===== config.mk =====
export PLATFORM = sky130hd
export DESIGN_NAME = gelato_wb_arbiter
export DESIGN_NICKNAME = d
export VERILOG_FILES = /design/src/rtl/gelato_wb_arbiter.sv
export SDC_FILE = /design/constraint.sdc
export NUM_CORES = 1
export LEC_CHECK = 0
export CAP_MARGIN = 20
export CELL_PAD_IN_SITES_DETAIL_PLACEMENT = 1
export CELL_PAD_IN_SITES_GLOBAL_PLACEMENT = 2
export CORE_AREA = 2 2 556 558
export DETAILED_ROUTE_END_ITERATION = 10
export DIE_AREA = 0 0 558 560
export PLACE_DENSITY_LB_ADDON = 0.2
export SLEW_MARGIN = 20
export SYNTH_ARGS = -nofsm -noshare
export SYNTH_HDL_FRONTEND = slang
export SYNTH_SLANG_ARGS = --single-unit

===== constraint.sdc =====
create_clock -name clk -period 26.5 [get_ports clk]
set_clock_uncertainty 0.2 [all_clocks]
set_input_delay 5.3 -clock clk [delete_from_list [all_inputs] [get_ports clk]]
set_output_delay 5.3 -clock clk [all_outputs]
set_load 0.02 [all_outputs]

===== src/rtl/gelato_wb_arbiter.sv =====
// Write-back arbiter: round-robin selection of one execute-unit write-back per
// cycle into the warp register file, with a matching scoreboard release.

package gelato_wb_pkg;
    localparam int unsigned REG_NUM_W  = 5;
    localparam int unsigned WARP_NUM_W = 3;
    localparam int unsigned NUM_LANES  = 8;
    localparam int unsigned LANE_W     = 32;

    typedef logic [REG_NUM_W-1:0]        reg_num_t;
    typedef logic [WARP_NUM_W-1:0]       warp_num_t;
    typedef logic [NUM_LANES-1:0]        thread_mask_t;
    typedef logic [NUM_LANES*LANE_W-1:0] warp_reg_t;

    typedef struct packed {
        reg_num_t     reg_num;
        warp_num_t    warp_num;
        thread_mask_t thread_mask;
        warp_reg_t    data;
    } wb_req_t;
endpackage

module gelato_wb_arbiter
    import gelato_wb_pkg::*;
#(
    parameter int unsigned NUM_SRC = 4
) (
    input  logic                               clk,
    input  logic                               rst,
    input  logic         [NUM_SRC-1:0]         src_valid,
    output logic         [NUM_SRC-1:0]         src_caught,
    input  reg_num_t     [NUM_SRC-1:0]         src_reg_num,
    input  warp_num_t    [NUM_SRC-1:0]         src_warp_num,
    input  thread_mask_t [NUM_SRC-1:0]         src_thread_mask,
    input  warp_reg_t    [NUM_SRC-1:0]         src_data,
    input  logic                               rf_stall,
    output logic                               rf_we,
    output reg_num_t                           rf_reg_num,
    output warp_num_t                          rf_warp_num,
    output thread_mask_t                       rf_thread_mask,
    output warp_reg_t                          rf_data,
    output logic                               sb_release,
    output warp_num_t                          sb_warp_num,
    output reg_num_t                           sb_reg_num,
    output logic         [31:0]                grant_cnt
);

    localparam int unsigned PTR_W = (NUM_SRC > 1) ? $clog2(NUM_SRC) : 1;
    localparam int unsigned CNT_W = 32;

    logic [PTR_W-1:0]   rr_ptr_q, rr_ptr_d;
    wb_req_t            out_q, out_d;
    logic               rf_we_q, rf_we_d;
    logic               sb_release_q, sb_release_d;
    logic [CNT_W-1:0]   grant_cnt_q, grant_cnt_d;

    logic               grant_vld;
    logic [PTR_W-1:0]   grant_idx;
    logic [NUM_SRC-1:0] grant_oh;
    logic [PTR_W:0]     cand;

    // Scan sources starting at rr_ptr and pick the first valid one, unless stalled
    always_comb begin
        grant_vld = 1'b0;
        grant_idx = '0;
        grant_oh  = '0;
        cand      = '0;
        for (int unsigned i = 0; i < NUM_SRC; i++) begin
            cand = {1'b0, rr_ptr_q} + (PTR_W+1)'(i);
            if (cand >= (PTR_W+1)'(NUM_SRC)) begin
                cand = cand - (PTR_W+1)'(NUM_SRC);
            end
            if (!rf_stall && !grant_vld && src_valid[PTR_W'(cand)]) begin
                grant_vld                = 1'b1;
                grant_idx                = PTR_W'(cand);
                grant_oh[PTR_W'(cand)]   = 1'b1;
            end
        end
    end

    // Caught is combinational but must read as zero while reset is held
    assign src_caught = rst ? '0 : grant_oh;

    // Next-state: pointer advance, output capture, write suppression, grant count
    always_comb begin
        rr_ptr_d     = rr_ptr_q;
        out_d        = out_q;
        rf_we_d      = 1'b0;
        sb_release_d = 1'b0;
        grant_cnt_d  = grant_cnt_q;
        if (grant_vld) begin
            rr_ptr_d          = (grant_idx == PTR_W'(NUM_SRC-1)) ? '0 : grant_idx + PTR_W'(1);
            out_d.reg_num     = src_reg_num[grant_idx];
            out_d.warp_num    = src_warp_num[grant_idx];
            out_d.thread_mask = src_thread_mask[grant_idx];
            out_d.data        = src_data[grant_idx];
            // r0 is hard-wired and an empty mask writes nothing; release still fires
            rf_we_d           = (src_reg_num[grant_idx] != '0) && (src_thread_mask[grant_idx] != '0);
            sb_release_d      = 1'b1;
            grant_cnt_d       = grant_cnt_q + CNT_W'(1);
        end
    end

    // State and registered write port
    always_ff @(posedge clk or posedge rst) begin
        if (rst) begin
            rr_ptr_q     <= '0;
            out_q        <= '0;
            rf_we_q      <= 1'b0;
            sb_release_q <= 1'b0;
            grant_cnt_q  <= '0;
        end else begin
            rr_ptr_q     <= rr_ptr_d;
            out_q        <= out_d;
            rf_we_q      <= rf_we_d;
            sb_release_q <= sb_release_d;
            grant_cnt_q  <= grant_cnt_d;
        end
    end

    assign rf_we          = rf_we_q;
    assign rf_reg_num     = out_q.reg_num;
    assign rf_warp_num    = out_q.warp_num;
    assign rf_thread_mask = out_q.thread_mask;
    assign rf_data        = out_q.data;
    assign sb_release     = sb_release_q;
    assign sb_warp_num    = out_q.warp_num;
    assign sb_reg_num     = out_q.reg_num;
    assign grant_cnt      = grant_cnt_q;

endmodule


==> results of run 1 <==
[layer usage]
layer | share of wire | up-vias
li1 | - | 12701
met1 | 0.40 | 12369
met2 | 0.45 | 1122
met3 | 0.12 | 296
met4 | 0.021 | 116
met5 | 0.0037 | -
[kinds of logic after synthesis]
kind of cell,count (synthesis),share of synthesized area
flip-flops,308,0.384
adder cells (fa/ha/maj),9,0.00561
buffers and inverters,262,0.0532
XOR/XNOR,32,0.0140
multiplexers,39,0.0244
AO/OA/AOI/OAI,553,0.141
AND/OR/NAND/NOR,1913,0.378
[per-stage QoR]
| stage | total power [W] | instance area, um2 | hold slack, ns |
|---|---|---|---|
| detailed placement | 0.00369 | 38800 | 0.264 |
| global placement | 0.00368 | 38800 | 0.258 |
| floorplan | 0.00222 | 20100 | 0.378 |
| finish | 0.00435 | 40700 | 0.267 |
| CTS | 0.00452 | 40600 | 0.272 |
| global route | 0.00475 | 40600 | 0.277 |
[report_power, final]
group	switching (W)	internal [W]	total, W
clock network	0.000314	0.000459	0.000773
logic	0.00178	0.000948	0.00273
registers	0.000154	0.000691	0.000845
total	0.00225	0.00210	0.00435
[critical path, delay by kind of cell]
kind,cells,cell delay [ns]
AOI/OAI and AO/OA,3,1.38
buffers and inverters,2,1.34
muxes,1,0.60
[area by class of cell]
cell class | instances | share of cell area
Sequential cell | 308 | 0.189
Timing Repair Buffer | 1451 | 0.356
Clock buffer | 79 | 0.0399
Antenna cell | 52 | 0.00320
Clock inverter | 19 | 0.00495
Inverter | 11 | 0.00120
Tap cell | 4120 | 0.127
Multi-Input combinational cell | 2546 | 0.279
[path summary, 6_finish.rpt]
check	end	cells after the start	from	slack [ns]
max	src_caught[3]	6	src_valid[2]	12.36
min	grant_cnt[31]	1	grant_cnt[31]	0.27
max reg2reg	rf_data[189]	11	rr_ptr_q[0]	19.59
min reg2reg	grant_cnt[31]	1	grant_cnt[31]	0.27
max in group asynchronous	rf_data[198]	5	rst	18.35
min in group asynchronous	grant_cnt[17]	2	rst	5.12
[registers in the layout (all words and copies together), names as in the netlist]
name,count
grant_cnt,32
rf_data,256
rf_thread_mask,8
sb_release,1
rf_reg_num,5
rr_ptr_q,2
rf_warp_num,3
rf_we,1
[synthesized netlist by cell type, types with 2 or more instances]
cell	instances	area share
dfrtp_1	308	0.38
clkbuf_1	189	0.035
ha_1	9	0.0056
buf_2	32	0.0080
mux2_2	10	0.0056
and2_1	3	0.00093
nor3_1	6	0.0015
buf_1	20	0.0037
inv_1	10	0.0019
nand2_1	1595	0.30
xnor2_1	18	0.0078
buf_4	8	0.0030
nor2_1	15	0.0028
mux2i_1	22	0.011
a22oi_1	8	0.0030
nand3_1	271	0.068
xor2_1	14	0.0061
or2_2	2	0.00062
a21oi_1	6	0.0015
mux4_2	7	0.0078
and3_1	7	0.0022
buf_6	2	0.0011
nor4_1	2	0.00062
o21ai_0	530	0.13
nand4_1	7	0.0022
==> results.py, run 1 <==
metrics = {
    "timing": {
        "setup_viol": 0,
        "final-max-slew-violation-count": 0,
        "layout_setup_ws_ns": 12.36,
        "final_hold_viol_count": 0,
        "post-route-period-util": 0.533,
        "timing.setup.tns_ns": 0,
        "timing.slew.headroom": 0.362,
        "min_period_ns": 14.14,
        "timing.fmax_mhz": 70.7,
        "rsz0062_at_grt": "false",
        "worst_pin_slew_ns": 0.957,
    },
    "drt": {
        "firstDrtPassIters": 4,
        "drt_iter0_markers": 966,
        "drt-total-wl_um": 199000,
        "ant_nets": 0,
        "drc": 0,
        "via_per_inst": 3.10,
        "wl_per_cell_um": 23.2,
        "vias": 26604,
    },
    "pwr": {
        "p_leak_nw": 16.0,
        "ir_drop_mv": 0.0502,
        "p_per_area_mw_per_mm2": 107,
    },
    "global_routing": {
        "grtUsageTotal": 0.123,
        "grt_pass1_wl_um": 262000,
        "antenna_found_initial": 159,
        "grt_max_degree": 140,
        "gr-usage-met2": 0.201,
        "grt_busiest_layer": "met2",
        "use_met1": 0.138,
        "met3_usage": 0.0670,
        "gr-total-overflow": 0,
        "grt_pass1_vias": 28342,
    },
    "min_path": {
        "hold_path_class": "flip-flop to flip-flop",
    },
    "worst_setup_path": {
        "cp_data_required_time_ns": 21.00,
        "crit_chain": "clkdlybuf4s50_1, mux4_2, a2111oi_1, a22oi_1, a21oi_1, clkdlybuf4s50_1",
        "cpMostUsedCell": "clkdlybuf4s50_1",
        "critPathMaxFanout": 10,
        "path_class": "primary input to primary output",
        "crit_slowest_cell": "a2111oi_1",
        "critical_path_arrival_ns": 8.64,
        "critPathCaptureType": "primary output",
        "setup.worst_path.start_class": "primary input",
        "cp_slowest_stage_delay_ns": 0.81,
    },
    "layout": {
        "register_area_mm2": 0.00771,
        "layout_common_cells": "1595 x nand2_1, 1412 x clkdlybuf4s50_1, 530 x o21ai_0",
        "n_fill_cell": 36825,
        "finalNetCount": 5475,
        "multi_input_area_mm2": 0.0113,
        "final_common_cell": "nand2_1",
        "layout-drive-gt1-share": 0.0344,
        "syn2layout_area_growth_pct": 103,
        "final_cell_count_no_fill": 8586,
        "fin_util": 0.133,
    },
    "place": {
        "dp_cells": 8436,
        "dp_hpwl_um": 164000,
        "gp_congestion": 0.788,
        "port_buffers": 1412,
        "pre_cts_slack_ns": 12.32,
    },
    "clock_tree": {
        "worstSkewPairLatency_ns": 0.68,
        "cts_post_setup_buffers_inserted": 0,
        "cts_tree": "yes",
        "cts_resized": 0,
        "cts.sinks": 308,
        "cts_made_buffers": 53,
        "cts.clk_slew.worst_paths_ns": 0.06,
        "root_buffer": "clkbuf_16",
        "cts_max_path_buffers": 3,
        "cts_hold_buf": 0,
        "cts_max_level": 2,
    },
    "yosys": {
        "synth_cell_types": 40,
        "synth_cells": 3116,
        "ys_seq_area_frac": 0.384,
        "synth_edf_count": 0,
        "synth_nets": 4220,
        "syn_area_mm2": 0.0201,
        "ys_async_sr_fraction": 1.00,
        "yosysWarnings": 0,
        "ys_ff_latch": 308,
        "avgSynthCellArea_um2": 6.45,
        "synthFlopType": "dfrtp_1",
    },
    "flow_run": {
        "drv_cap": 0,
    },
    "die": {
        "fp.dieH_um": 560,
        "coreArea_mm2": 0.307,
        "std_cell_rows": 204,
        "io_pins": 1413,
        "die_area_mm2": 0.312,
        "start_util": 0.0654,
        "die_w_um": 558,
    },
    "run_status": {
        "status": "completed",
    },
}
Note: power is estimated with default switching activity, not from simulation.
==> inputs of run 2 (changes only) <==
CORE_AREA = 2 2 557 559   (was 2 2 556 558)
DIE_AREA = 0 0 559 561   (was 0 0 558 560)
clock period = 12.9 ns   (was 26.5 ns; I/O delays follow)
==> run 2 against run 1 <==
Net effect: sequential power is 100% higher; design area barely moved; critical endpoint is now src_caught[1]; cell count decreased by 0.29%; highest routed layer unchanged; largest cell class unchanged; core utilization hardly changed; global-route usage decreased by 0.51 points; sequential share of layout area hardly changed; combinational power grew 100%; routed wire length down 3.9%; die area is 0.36% higher.
==> results.py, run 2 (synthesis gave the netlist of run 1 again) <==
metrics = {
    "run_status": {
        "status": "completed",
    },
    "clock_tree": {
        "worstSkewPairLatency_ns": 0.68,
        "cts_max_path_buffers": 3,
        "cts_max_level": 2,
        "root_buffer": "clkbuf_16",
        "cts_resized": 0,
        "cts_made_buffers": 54,
        "cts.clk_slew.worst_paths_ns": 0.05,
        "cts_tree": "yes",
        "cts_post_setup_buffers_inserted": 0,
        "cts.sinks": 308,
        "cts_hold_buf": 0,
    },
    "min_path": {
        "hold_path_class": "flip-flop to flip-flop",
    },
    "die": {
        "std_cell_rows": 204,
        "io_pins": 1413,
        "die_w_um": 559,
        "start_util": 0.0653,
        "coreArea_mm2": 0.308,
        "die_area_mm2": 0.314,
        "fp.dieH_um": 561,
    },
    "place": {
        "port_buffers": 1412,
        "dp_hpwl_um": 155000,
        "placed_cell_area_mm2": 0.0388,
        "pre_cts_slack_ns": 4.16,
        "gp_congestion": 0.816,
    },
    "worst_setup_path": {
        "critPathCaptureType": "primary output",
        "crit_slowest_cell": "a2111oi_1",
        "path_class": "primary input to primary output",
        "setup.worst_path.start_class": "primary input",
        "critical_path_arrival_ns": 5.97,
        "crit_chain": "clkdlybuf4s50_1, mux4_2, a2111oi_1, a22oi_1, a21oi_1, clkdlybuf4s50_1",
        "critPathMaxFanout": 10,
        "cp_slowest_stage_delay_ns": 0.80,
        "cpMostUsedCell": "clkdlybuf4s50_1",
        "cp_data_required_time_ns": 10.12,
    },
    "pwr": {
        "p_per_area_mw_per_mm2": 218,
        "power_frac_comb": 0.628,
        "switching_share": 0.513,
        "switchingPower_w": 0.00455,
        "pwr-share-clk": 0.177,
        "intPower_w": 0.00432,
        "p_seq_frac": 0.195,
        "p_leak_nw": 16.0,
        "ir_drop_mv": 0.153,
    },
    "timing": {
        "rsz0062_at_grt": "false",
        "final_hold_viol_count": 0,
        "min_period_ns": 8.75,
        "layout_setup_ws_ns": 4.15,
        "post-route-period-util": 0.679,
        "timing.fmax_mhz": 114,
        "timing.setup.tns_ns": 0,
        "setup_viol": 0,
        "final-max-slew-violation-count": 0,
        "timing.slew.headroom": 0.314,
        "worst_pin_slew_ns": 1.03,
    },
    "global_routing": {
        "use_met1": 0.138,
        "met3_usage": 0.0587,
        "gr-usage-met2": 0.193,
        "grt_max_degree": 164,
        "grt_busiest_layer": "met2",
        "gr-total-overflow": 0,
        "grt_pass1_vias": 27643,
        "grt_pass1_wl_um": 255000,
        "grtUsageTotal": 0.118,
        "antenna_found_initial": 138,
    },
    "layout": {
        "syn2layout_area_growth_pct": 103,
        "design_area_mm2": 0.0407,
        "finalNetCount": 5468,
        "layout-drive-gt1-share": 0.0313,
        "largest_reg_flops": 256,
        "layout_common_cells": "1595 x nand2_1, 1412 x clkdlybuf4s50_1, 530 x o21ai_0",
        "final_common_cell": "nand2_1",
    },
    "drt": {
        "firstDrtPassIters": 5,
        "drt_iter0_markers": 1036,
        "vias": 26403,
        "drc": 0,
        "via_per_inst": 3.08,
        "drt-total-wl_um": 191000,
        "ant_nets": 0,
        "wl_per_cell_um": 22.3,
    },
    "flow_run": {
        "drv_cap": 0,
    },
}
-- run 2: changes by cell type in the layout (fill, tap and decap cells not counted), sizes merged --
cell and delta:
buf -8, clkinv -3, diode -15, clkbuf +2
clkinvlp -1
-- run 2: final cells by class --
type	count	area, um2
tap	4120	5150
fill	36745	267000
clock buffer	81	1610
clock inverter	15	179
sequential	308	7710
timing repair buffer	1443	14500
inverter	11	48.8
antenna	37	92.6
multi-input combinational	2546	11300
-- run 2: power by group through the flow --
stage                     clock, W  sequential (W)  combinational [W]
final                      0.00157         0.00173            0.00557
after detailed placement         0         0.00175            0.00581
after CTS                  0.00168         0.00174            0.00582
after global routing       0.00170         0.00179            0.00622
after global placement           0         0.00173            0.00581
after floorplan                  0         0.00219            0.00236
-- run 2: final timing paths --
kind                                    from            end  slack (ns)  cells after the start
worst max-delay path            src_valid[1]  src_caught[1]        4.15                      6
worst min-delay path             rf_data[81]    rf_data[81]        0.27                      2
worst max register to register   rr_ptr_q[0]          rf_we        7.17                     10
worst min register to register   rf_data[81]    rf_data[81]        0.27                      2
max in group asynchronous                rst   rf_data[186]        8.09                      4
min in group asynchronous                rst   grant_cnt[1]        2.25                      2
-- run 2: layer usage --
metal,up-vias,wire length [um],part of all wire
met5,-,721,0.0038
met4,112,3000,0.016
met3,276,20100,0.11
met2,1059,87400,0.46
met1,12289,80100,0.42
li1,12667,-,-
-- run 2: critical path: cells and delay by family --
| kind | cells | cell delay [ns] |
|---|---|---|
| mux | 1 | 0.59 |
| buf+inv | 2 | 1.36 |
| compound gates | 3 | 1.43 |
-- run 2: metrics by stage --
| stage | utilization | hold slack, ns | instances | power [W] |
|---|---|---|---|---|
| after floorplan | - | 0.378 | 3116 | 0.00455 |
| after global placement | 0.126 | 0.262 | 8428 | 0.00754 |
| after detailed placement | 0.126 | 0.270 | 8428 | 0.00755 |
| after CTS | 0.132 | 0.283 | 8524 | 0.00924 |
| after global routing | 0.132 | 0.303 | 8526 | 0.00971 |
| final | 0.132 | 0.274 | 8561 | 0.00886 |
